[src/rtl/regfile_pkg.sv]
`default_nettype none
// ============================================================================
// Module   : regfile_pkg
// Purpose  : Shared constants and types for the 32 x 32 register file and
//            the blocks that sit on its write port.
// Contents : XLEN, REG_AW, NUM_REGS, REG_X0, reg_addr_t, xlen_t
// Revision : 1.0 - initial release
// ============================================================================
package regfile_pkg;

  localparam int XLEN     = 32;
  localparam int REG_AW   = 5;
  localparam int NUM_REGS = 32;

  typedef logic [REG_AW-1:0] reg_addr_t;
  typedef logic [XLEN-1:0]   xlen_t;

  localparam reg_addr_t REG_X0 = 5'd0;

endpackage : regfile_pkg
`default_nettype wire

[src/rtl/regfile_wb_sched_if.sv]
`default_nettype none
// ============================================================================
// Module   : regfile_wb_sched_if
// Purpose  : Bundle of every non-clock signal of the register-file write-port
//            scheduler: pipeline writeback, long-latency handshake, issue
//            and hazard-check operands, and the register file write port.
// Modports : master - environment side (pipeline, long-latency unit, issue
//                     stage, register file)
//            slave  - scheduler side
// Revision : 1.0 - initial release
// ============================================================================
interface regfile_wb_sched_if;
  import regfile_pkg::*;

  // pipeline writeback
  logic      core_we;
  reg_addr_t core_rd;
  xlen_t     core_wdata;
  logic      core_hold;
  // long-latency unit
  logic      ext_valid;
  reg_addr_t ext_rd;
  xlen_t     ext_wdata;
  logic      ext_ready;
  // issue stage
  logic      iss_valid;
  logic      iss_long;
  reg_addr_t iss_rd;
  reg_addr_t chk_rs1;
  reg_addr_t chk_rs2;
  reg_addr_t chk_rd;
  logic      stall;
  // register file write port 3
  logic      rf_we;
  reg_addr_t rf_waddr;
  xlen_t     rf_wdata;

  modport master (
    output core_we, core_rd, core_wdata,
    output ext_valid, ext_rd, ext_wdata,
    output iss_valid, iss_long, iss_rd, chk_rs1, chk_rs2, chk_rd,
    input  core_hold, ext_ready, stall, rf_we, rf_waddr, rf_wdata
  );

  modport slave (
    input  core_we, core_rd, core_wdata,
    input  ext_valid, ext_rd, ext_wdata,
    input  iss_valid, iss_long, iss_rd, chk_rs1, chk_rs2, chk_rd,
    output core_hold, ext_ready, stall, rf_we, rf_waddr, rf_wdata
  );

endinterface : regfile_wb_sched_if
`default_nettype wire

[src/rtl/regfile_scoreboard.sv]
`default_nettype none
// ============================================================================
// Module   : regfile_scoreboard
// Purpose  : Pending-write scoreboard for long-latency destinations x1..x31
//            and the hazard lookup that drives the issue-stage stall.
// Ports    : clk, rst_n            - clock, async active-low reset
//            set_en / set_addr     - mark a destination pending
//            clr_en / clr_addr     - long-latency write retired
//            chk_rs1/chk_rs2/chk_rd- operands of the instruction in issue
//            hazard                - any operand has a pending write
// Options  : REGFILE_WB_BYPASS_EN - a retiring write is not a hazard for
//            rs1/rs2 in its own cycle (register file forwards the write).
// Revision : 1.0 - initial release
// ============================================================================
module regfile_scoreboard
  import regfile_pkg::*;
(
  input  logic      clk,
  input  logic      rst_n,
  input  logic      set_en,
  input  reg_addr_t set_addr,
  input  logic      clr_en,
  input  reg_addr_t clr_addr,
  input  reg_addr_t chk_rs1,
  input  reg_addr_t chk_rs2,
  input  reg_addr_t chk_rd,
  output logic      hazard
);

  // x0 has no storage; the lookup vector carries a constant 0 in its place
  logic [NUM_REGS-1:1] pending;
  logic [NUM_REGS-1:0] pending_lookup;
  logic                rs1_bypass;
  logic                rs2_bypass;

  assign pending_lookup = {pending, 1'b0};

  for (genvar i = 1; i < NUM_REGS; i++) begin : g_pending_bit
    // set is tested first so a same-cycle issue to the retiring register
    // keeps the bit pending for the newer write
    always_ff @(posedge clk or negedge rst_n) begin
      if (!rst_n) begin
        pending[i] <= 1'b0;
      end else if (set_en && (set_addr == REG_AW'(i))) begin
        pending[i] <= 1'b1;
      end else if (clr_en && (clr_addr == REG_AW'(i))) begin
        pending[i] <= 1'b0;
      end
    end
  end

`ifdef REGFILE_WB_BYPASS_EN
  // source operands can read the retiring value through register file
  // forwarding; the destination check stays conservative for WAW ordering
  assign rs1_bypass = clr_en && (clr_addr == chk_rs1);
  assign rs2_bypass = clr_en && (clr_addr == chk_rs2);
`else
  assign rs1_bypass = 1'b0;
  assign rs2_bypass = 1'b0;
`endif

  assign hazard = (pending_lookup[chk_rs1] & ~rs1_bypass)
                | (pending_lookup[chk_rs2] & ~rs2_bypass)
                |  pending_lookup[chk_rd];

endmodule : regfile_scoreboard
`default_nettype wire

[src/rtl/regfile_wb_sched.sv]
`default_nettype none
// ============================================================================
// Module   : regfile_wb_sched
// Purpose  : Shares the register file's single write port between the
//            in-order pipeline writeback and a long-latency unit, bounds the
//            starvation of the long-latency unit, and tracks outstanding
//            long-latency destinations to stall dependent issue.
// Ports    : clk    - rising-edge clock
//            rst_n  - asynchronous active-low reset
//            bus    - regfile_wb_sched_if.slave (writeback, long-latency
//                     handshake, issue/check operands, rf write port)
// Params   : STARVE_LIMIT (1..15) - cycles a valid long-latency write may
//            lose arbitration before the pipeline is held off.
// Options  : REGFILE_WB_BYPASS_EN - see regfile_scoreboard.
// Revision : 1.0 - initial release
// ============================================================================
module regfile_wb_sched
  import regfile_pkg::*;
#(
  parameter int STARVE_LIMIT = 4
)(
  input  logic               clk,
  input  logic               rst_n,
  regfile_wb_sched_if.slave  bus
);

  localparam logic [3:0] STARVE_MAX = 4'(STARVE_LIMIT);

  logic [3:0] starve_cnt;
  logic       starved;
  logic       ext_fire;
  logic       core_grant;
  logic       iss_set;

  // Arbitration: the pipeline normally wins; once the long-latency unit has
  // lost STARVE_MAX times in a row the pipeline is held for one cycle.
  assign starved       = (starve_cnt == STARVE_MAX);
  assign bus.core_hold = bus.ext_valid & starved;
  assign bus.ext_ready = bus.ext_valid & (~bus.core_we | bus.core_hold);
  assign ext_fire      = bus.ext_valid & bus.ext_ready;
  assign core_grant    = bus.core_we & ~bus.core_hold;

  // A core write presented while held is dropped here by construction.
  always_comb begin
    bus.rf_we    = 1'b0;
    bus.rf_waddr = REG_X0;
    bus.rf_wdata = '0;
    if (ext_fire) begin
      bus.rf_we    = 1'b1;
      bus.rf_waddr = bus.ext_rd;
      bus.rf_wdata = bus.ext_wdata;
    end else if (core_grant) begin
      bus.rf_we    = 1'b1;
      bus.rf_waddr = bus.core_rd;
      bus.rf_wdata = bus.core_wdata;
    end
  end

  always_ff @(posedge clk or negedge rst_n) begin
    if (!rst_n) begin
      starve_cnt <= 4'd0;
    end else if (bus.ext_valid && !bus.ext_ready) begin
      if (!starved) begin
        starve_cnt <= starve_cnt + 4'd1;
      end
    end else begin
      starve_cnt <= 4'd0;
    end
  end

  assign iss_set = bus.iss_valid & bus.iss_long & (bus.iss_rd != REG_X0);

  regfile_scoreboard u_scoreboard (
    .clk      (clk),
    .rst_n    (rst_n),
    .set_en   (iss_set),
    .set_addr (bus.iss_rd),
    .clr_en   (ext_fire),
    .clr_addr (bus.ext_rd),
    .chk_rs1  (bus.chk_rs1),
    .chk_rs2  (bus.chk_rs2),
    .chk_rd   (bus.chk_rd),
    .hazard   (bus.stall)
  );

endmodule : regfile_wb_sched
`default_nettype wire

[src/flat_wrapper.sv]
// flat-port wrapper written by rule: the top's interface ports become plain ports
module regfile_wb_sched_flat import regfile_pkg::*;
#(
  parameter int STARVE_LIMIT = 4
)
  (clk, rst_n, bus_core_we, bus_core_rd, bus_core_wdata, bus_ext_valid, bus_ext_rd, bus_ext_wdata, bus_iss_valid, bus_iss_long, bus_iss_rd, bus_chk_rs1, bus_chk_rs2, bus_chk_rd, bus_core_hold, bus_ext_ready, bus_stall, bus_rf_we, bus_rf_waddr, bus_rf_wdata);
  regfile_wb_sched_if bus_i ();
  input  logic clk;
  input  logic rst_n;
  input wire logic [$bits(bus_i.core_we)-1:0] bus_core_we;
  input wire logic [$bits(bus_i.core_rd)-1:0] bus_core_rd;
  input wire logic [$bits(bus_i.core_wdata)-1:0] bus_core_wdata;
  input wire logic [$bits(bus_i.ext_valid)-1:0] bus_ext_valid;
  input wire logic [$bits(bus_i.ext_rd)-1:0] bus_ext_rd;
  input wire logic [$bits(bus_i.ext_wdata)-1:0] bus_ext_wdata;
  input wire logic [$bits(bus_i.iss_valid)-1:0] bus_iss_valid;
  input wire logic [$bits(bus_i.iss_long)-1:0] bus_iss_long;
  input wire logic [$bits(bus_i.iss_rd)-1:0] bus_iss_rd;
  input wire logic [$bits(bus_i.chk_rs1)-1:0] bus_chk_rs1;
  input wire logic [$bits(bus_i.chk_rs2)-1:0] bus_chk_rs2;
  input wire logic [$bits(bus_i.chk_rd)-1:0] bus_chk_rd;
  output wire logic [$bits(bus_i.core_hold)-1:0] bus_core_hold;
  output wire logic [$bits(bus_i.ext_ready)-1:0] bus_ext_ready;
  output wire logic [$bits(bus_i.stall)-1:0] bus_stall;
  output wire logic [$bits(bus_i.rf_we)-1:0] bus_rf_we;
  output wire logic [$bits(bus_i.rf_waddr)-1:0] bus_rf_waddr;
  output wire logic [$bits(bus_i.rf_wdata)-1:0] bus_rf_wdata;
  assign bus_i.core_we = bus_core_we;
  assign bus_i.core_rd = bus_core_rd;
  assign bus_i.core_wdata = bus_core_wdata;
  assign bus_i.ext_valid = bus_ext_valid;
  assign bus_i.ext_rd = bus_ext_rd;
  assign bus_i.ext_wdata = bus_ext_wdata;
  assign bus_i.iss_valid = bus_iss_valid;
  assign bus_i.iss_long = bus_iss_long;
  assign bus_i.iss_rd = bus_iss_rd;
  assign bus_i.chk_rs1 = bus_chk_rs1;
  assign bus_i.chk_rs2 = bus_chk_rs2;
  assign bus_i.chk_rd = bus_chk_rd;
  assign bus_core_hold = bus_i.core_hold;
  assign bus_ext_ready = bus_i.ext_ready;
  assign bus_stall = bus_i.stall;
  assign bus_rf_we = bus_i.rf_we;
  assign bus_rf_waddr = bus_i.rf_waddr;
  assign bus_rf_wdata = bus_i.rf_wdata;
  regfile_wb_sched #(.STARVE_LIMIT(STARVE_LIMIT)) u_core (.clk(clk), .rst_n(rst_n), .bus(bus_i));
endmodule
[config.mk]
export PLATFORM = sky130hd
export DESIGN_NAME = regfile_wb_sched_flat
export DESIGN_NICKNAME = d
export VERILOG_FILES = /design/src/rtl/regfile_pkg.sv /design/src/rtl/regfile_wb_sched_if.sv /design/src/rtl/regfile_scoreboard.sv /design/src/rtl/regfile_wb_sched.sv /design/src/flat_wrapper.sv
export SDC_FILE = /design/constraint.sdc
export NUM_CORES = 1
export LEC_CHECK = 0
export ABC_AREA = 1
export BUFFER_PORTS_ARGS = -buffer_cell sky130_fd_sc_hd__buf_2
export CORE_MARGIN = 2
export CORE_UTILIZATION = 40
export DETAILED_ROUTE_END_ITERATION = 6
export PLACE_DENSITY = 0.7
export SLEW_MARGIN = 5
export SYNTH_ARGS = -nofsm -noshare
export SYNTH_HDL_FRONTEND = slang
export SYNTH_SLANG_ARGS = --single-unit
[constraint.sdc]
create_clock -name clk -period 2.2 [get_ports clk]
set_input_delay 0.11 -clock clk [delete_from_list [all_inputs] [get_ports clk]]
set_output_delay 0.11 -clock clk [all_outputs]
set_load 0.005 [all_outputs]
==> flow_summary.yaml <==
global_route:
  first_global_vias: 3731
  grt_pass1_wl_um: 19400
  antenna_found_initial: 0
  grt_usage_pct: 29.5
  grt_start_max_net_pins: 40
  overflow: 0
timing:
  max_freq_mhz: 483
  period_share_pct: 94.1
  hold_viol_final: 0
  whs_ps: 149
  min_period_ps: 2070
  fin_skew_ps: 2.43
  finalSetupTns_ps: 0
  max_slew_margin_pct: 48.6
  worst_pin_slew_ps: 770
  rsz0062_at_grt: "false"
  drv_slew: 0
  setup_viol: 0
setup_path:
  critPathCaptureType: "primary output"
  worstRegToRegCells: 11
  crit_type: "flop to primary output"
  cp_max_fo: 33
  worstPathRequired_ps: 2090
  arrival_ps: 1960
  start_kind: "flop"
yosys:
  syn_inst: 508
  synth_nets: 610
  ys_seq_area_share_pct: 28.0
  synth.distinct_cells: 27
  synthesis.area_um2: 3120
  syn_area_per_cell_um2: 6.15
  synth_warnings: 0
  ys_ff_latch: 35
pwr:
  p_per_area_nw_per_um2: 549
  power_frac_comb_pct: 35.0
  max-vdd-ir-drop_mv: 0.270
  power_frac_clock_pct: 21.3
  swShare_pct: 40.5
  internal-power_uw: 1290
  pwr-share-seq_pct: 43.8
  switchingPower_uw: 878
  p_leak_uw: 0.00220
place:
  routabilityCongestion: 0.953
  hpwl_um: 9790
  dpl_cell_area_um2: 3840
  dp_cells: 726
  numPortBuffers: 140
floorplan:
  num_rows: 32
  start_util_pct: 40.9
  dieArea_um2: 8530
  core-area_um2: 7650
  chipHeight_um: 92.4
  ioPinCount: 141
  die_x_um: 92.4
layout:
  fin_area_um2: 3940
  area_growth_pct: 26.2
  final_cell_mix: "nand2_1 (167), buf_2 (140), nand3_1 (107)"
  final_common_cell: "nand2_1"
  drive_gt1_share_pct: 27.3
  post-route-util_pct: 51.6
  layout.nets: 734
  finalNonFillerCells: 735
  fillers: 815
  num_antenna_cells: 0
flow_run:
  drv_cap: 0
route:
  wl_um: 12400
  dr.first_iter.drc_count: 380
  via_count: 3958
  vias_per_cell: 5.39
  ant_nets: 0
  firstDrtPassIters: 5
  remaining_drc_errors: 0
  avgRoutedWirePerCell_um: 16.8
cts:
  cts_root_buf: "clkbuf_8"
  htree_levels: 2
  numCtsBuffers: 5
  cts_sinks: 35
  ctsLongestPathBuffers: 2
  cts_tree: "built"
  clock_latency_ps: 290
  path_clk_slew_ps: 70
  postCtsSetupRepairBufs: 0
hold_path:
  min_path_cells: 4
  hp-class: "input port to flop"
outcome:
  status: "completed"
## synthesized netlist by cell type, drive strengths merged
cell type / instances / area share (%)
nand2: 170 / 21
nand3: 108 / 17
inv: 55 / 6.6
nor2: 36 / 4.5
o21ai: 36 / 7.0
dfrtp: 35 / 28
a22o: 32 / 9.0
buf: 17 / 2.9
clkbuf: 8 / 1.0
or2: 3 / 0.68
ha: 2 / 0.80
a31oi: 1 / 0.20
nand3b: 1 / 0.24
nor3: 1 / 0.16
o211ai: 1 / 0.24
xnor2: 1 / 0.28
xor2: 1 / 0.28
## repair_timing
item | 4_1_cts | 5_1_grt
hold endpoints to repair | 35 | 0
hold buffers | 1 | 0
endpoints found under the setup margin | 0 | 37
gates resized for setup | 0 | 4
## area by class of cell
type	instances	area, um2	share of cell area, %
multi-input combinational	393	1920	48.7
sequential	35	876	22.2
timing repair buffer	142	726	18.4
inverter	55	209	5.30
tap	102	128	3.24
clock buffer	6	72.6	1.84
clock inverter	2	12.5	0.317
## critical path, cell delays in order (launching register included)
cell and delay, ps:
dfrtp_1 420, inv_1 70, ha_1 140, inv_1 40, nor2_2 80, nand3_2 80
nand2_2 100, nand2_2 100, inv_2 90, buf_8 210, a22o_1 190, buf_2 130
## per-layer routing
| layer | GRT usage, % | part of all wire [%] |
|---|---|---|
| met5 | 0 | 0 |
| met4 | 12.3 | 3.4 |
| met2 | 51.8 | 49 |
| met1 | 36.3 | 40 |
| met3 | 3.91 | 7.3 |
## final timing paths
kind / startpoint / endpoint / slack [ps]
setup / recovery: u_core.starve_cnt[0]$_DFFE_PN0P_ / bus_rf_wdata[21] / 130
hold / removal: bus_iss_rd[3] / u_core.u_scoreboard.pending[16]$_DFFE_PN0P_ / 150
setup reg to reg: u_core.starve_cnt[0]$_DFFE_PN0P_ / u_core.u_scoreboard.pending[18]$_DFFE_PN0P_ / 390
hold reg to reg: u_core.u_scoreboard.pending[3]$_DFFE_PN0P_ / u_core.u_scoreboard.pending[3]$_DFFE_PN0P_ / 490
max in group asynchronous: rst_n / u_core.u_scoreboard.pending[15]$_DFFE_PN0P_ / 1280
min in group asynchronous: rst_n / u_core.starve_cnt[2]$_DFFE_PN0P_ / 430
## per-stage QoR
step	power (uW)	worst slack (ps)
6_report	2170	129
4_1_cts	2160	49.8
3_5_place_dp	1700	381
3_3_place_gp	1690	421
5_1_grt	2300	14.1
2_1_floorplan	1330	633
## power by group through the flow
stage	Clock [uW]	Combinational [uW]	Sequential [uW]
2_1_floorplan	0	476	852
3_3_place_gp	0	737	955
3_5_place_dp	0	749	952
4_1_cts	463	753	939
5_1_grt	488	857	956
6_report	461	757	948
## flip-flops by register name (all words and copies together), names as in the netlist
signal and count:
u_core.u_scoreboard.pending 31, u_core.starve_cnt 4
## logic make-up (layout without fill, tap and decap cells)
family | count (synthesis) | in the layout | share of synthesized area, %
flops | 35 | 35 | 28.0
compound gates | 70 | 70 | 16.4
xor+xnor | 2 | 2 | 0.561
buf+inv | 80 | 205 | 10.5
fa+ha+maj | 2 | 2 | 0.801
simple gates | 319 | 319 | 43.7
Note: power is estimated with default switching activity, not from simulation.
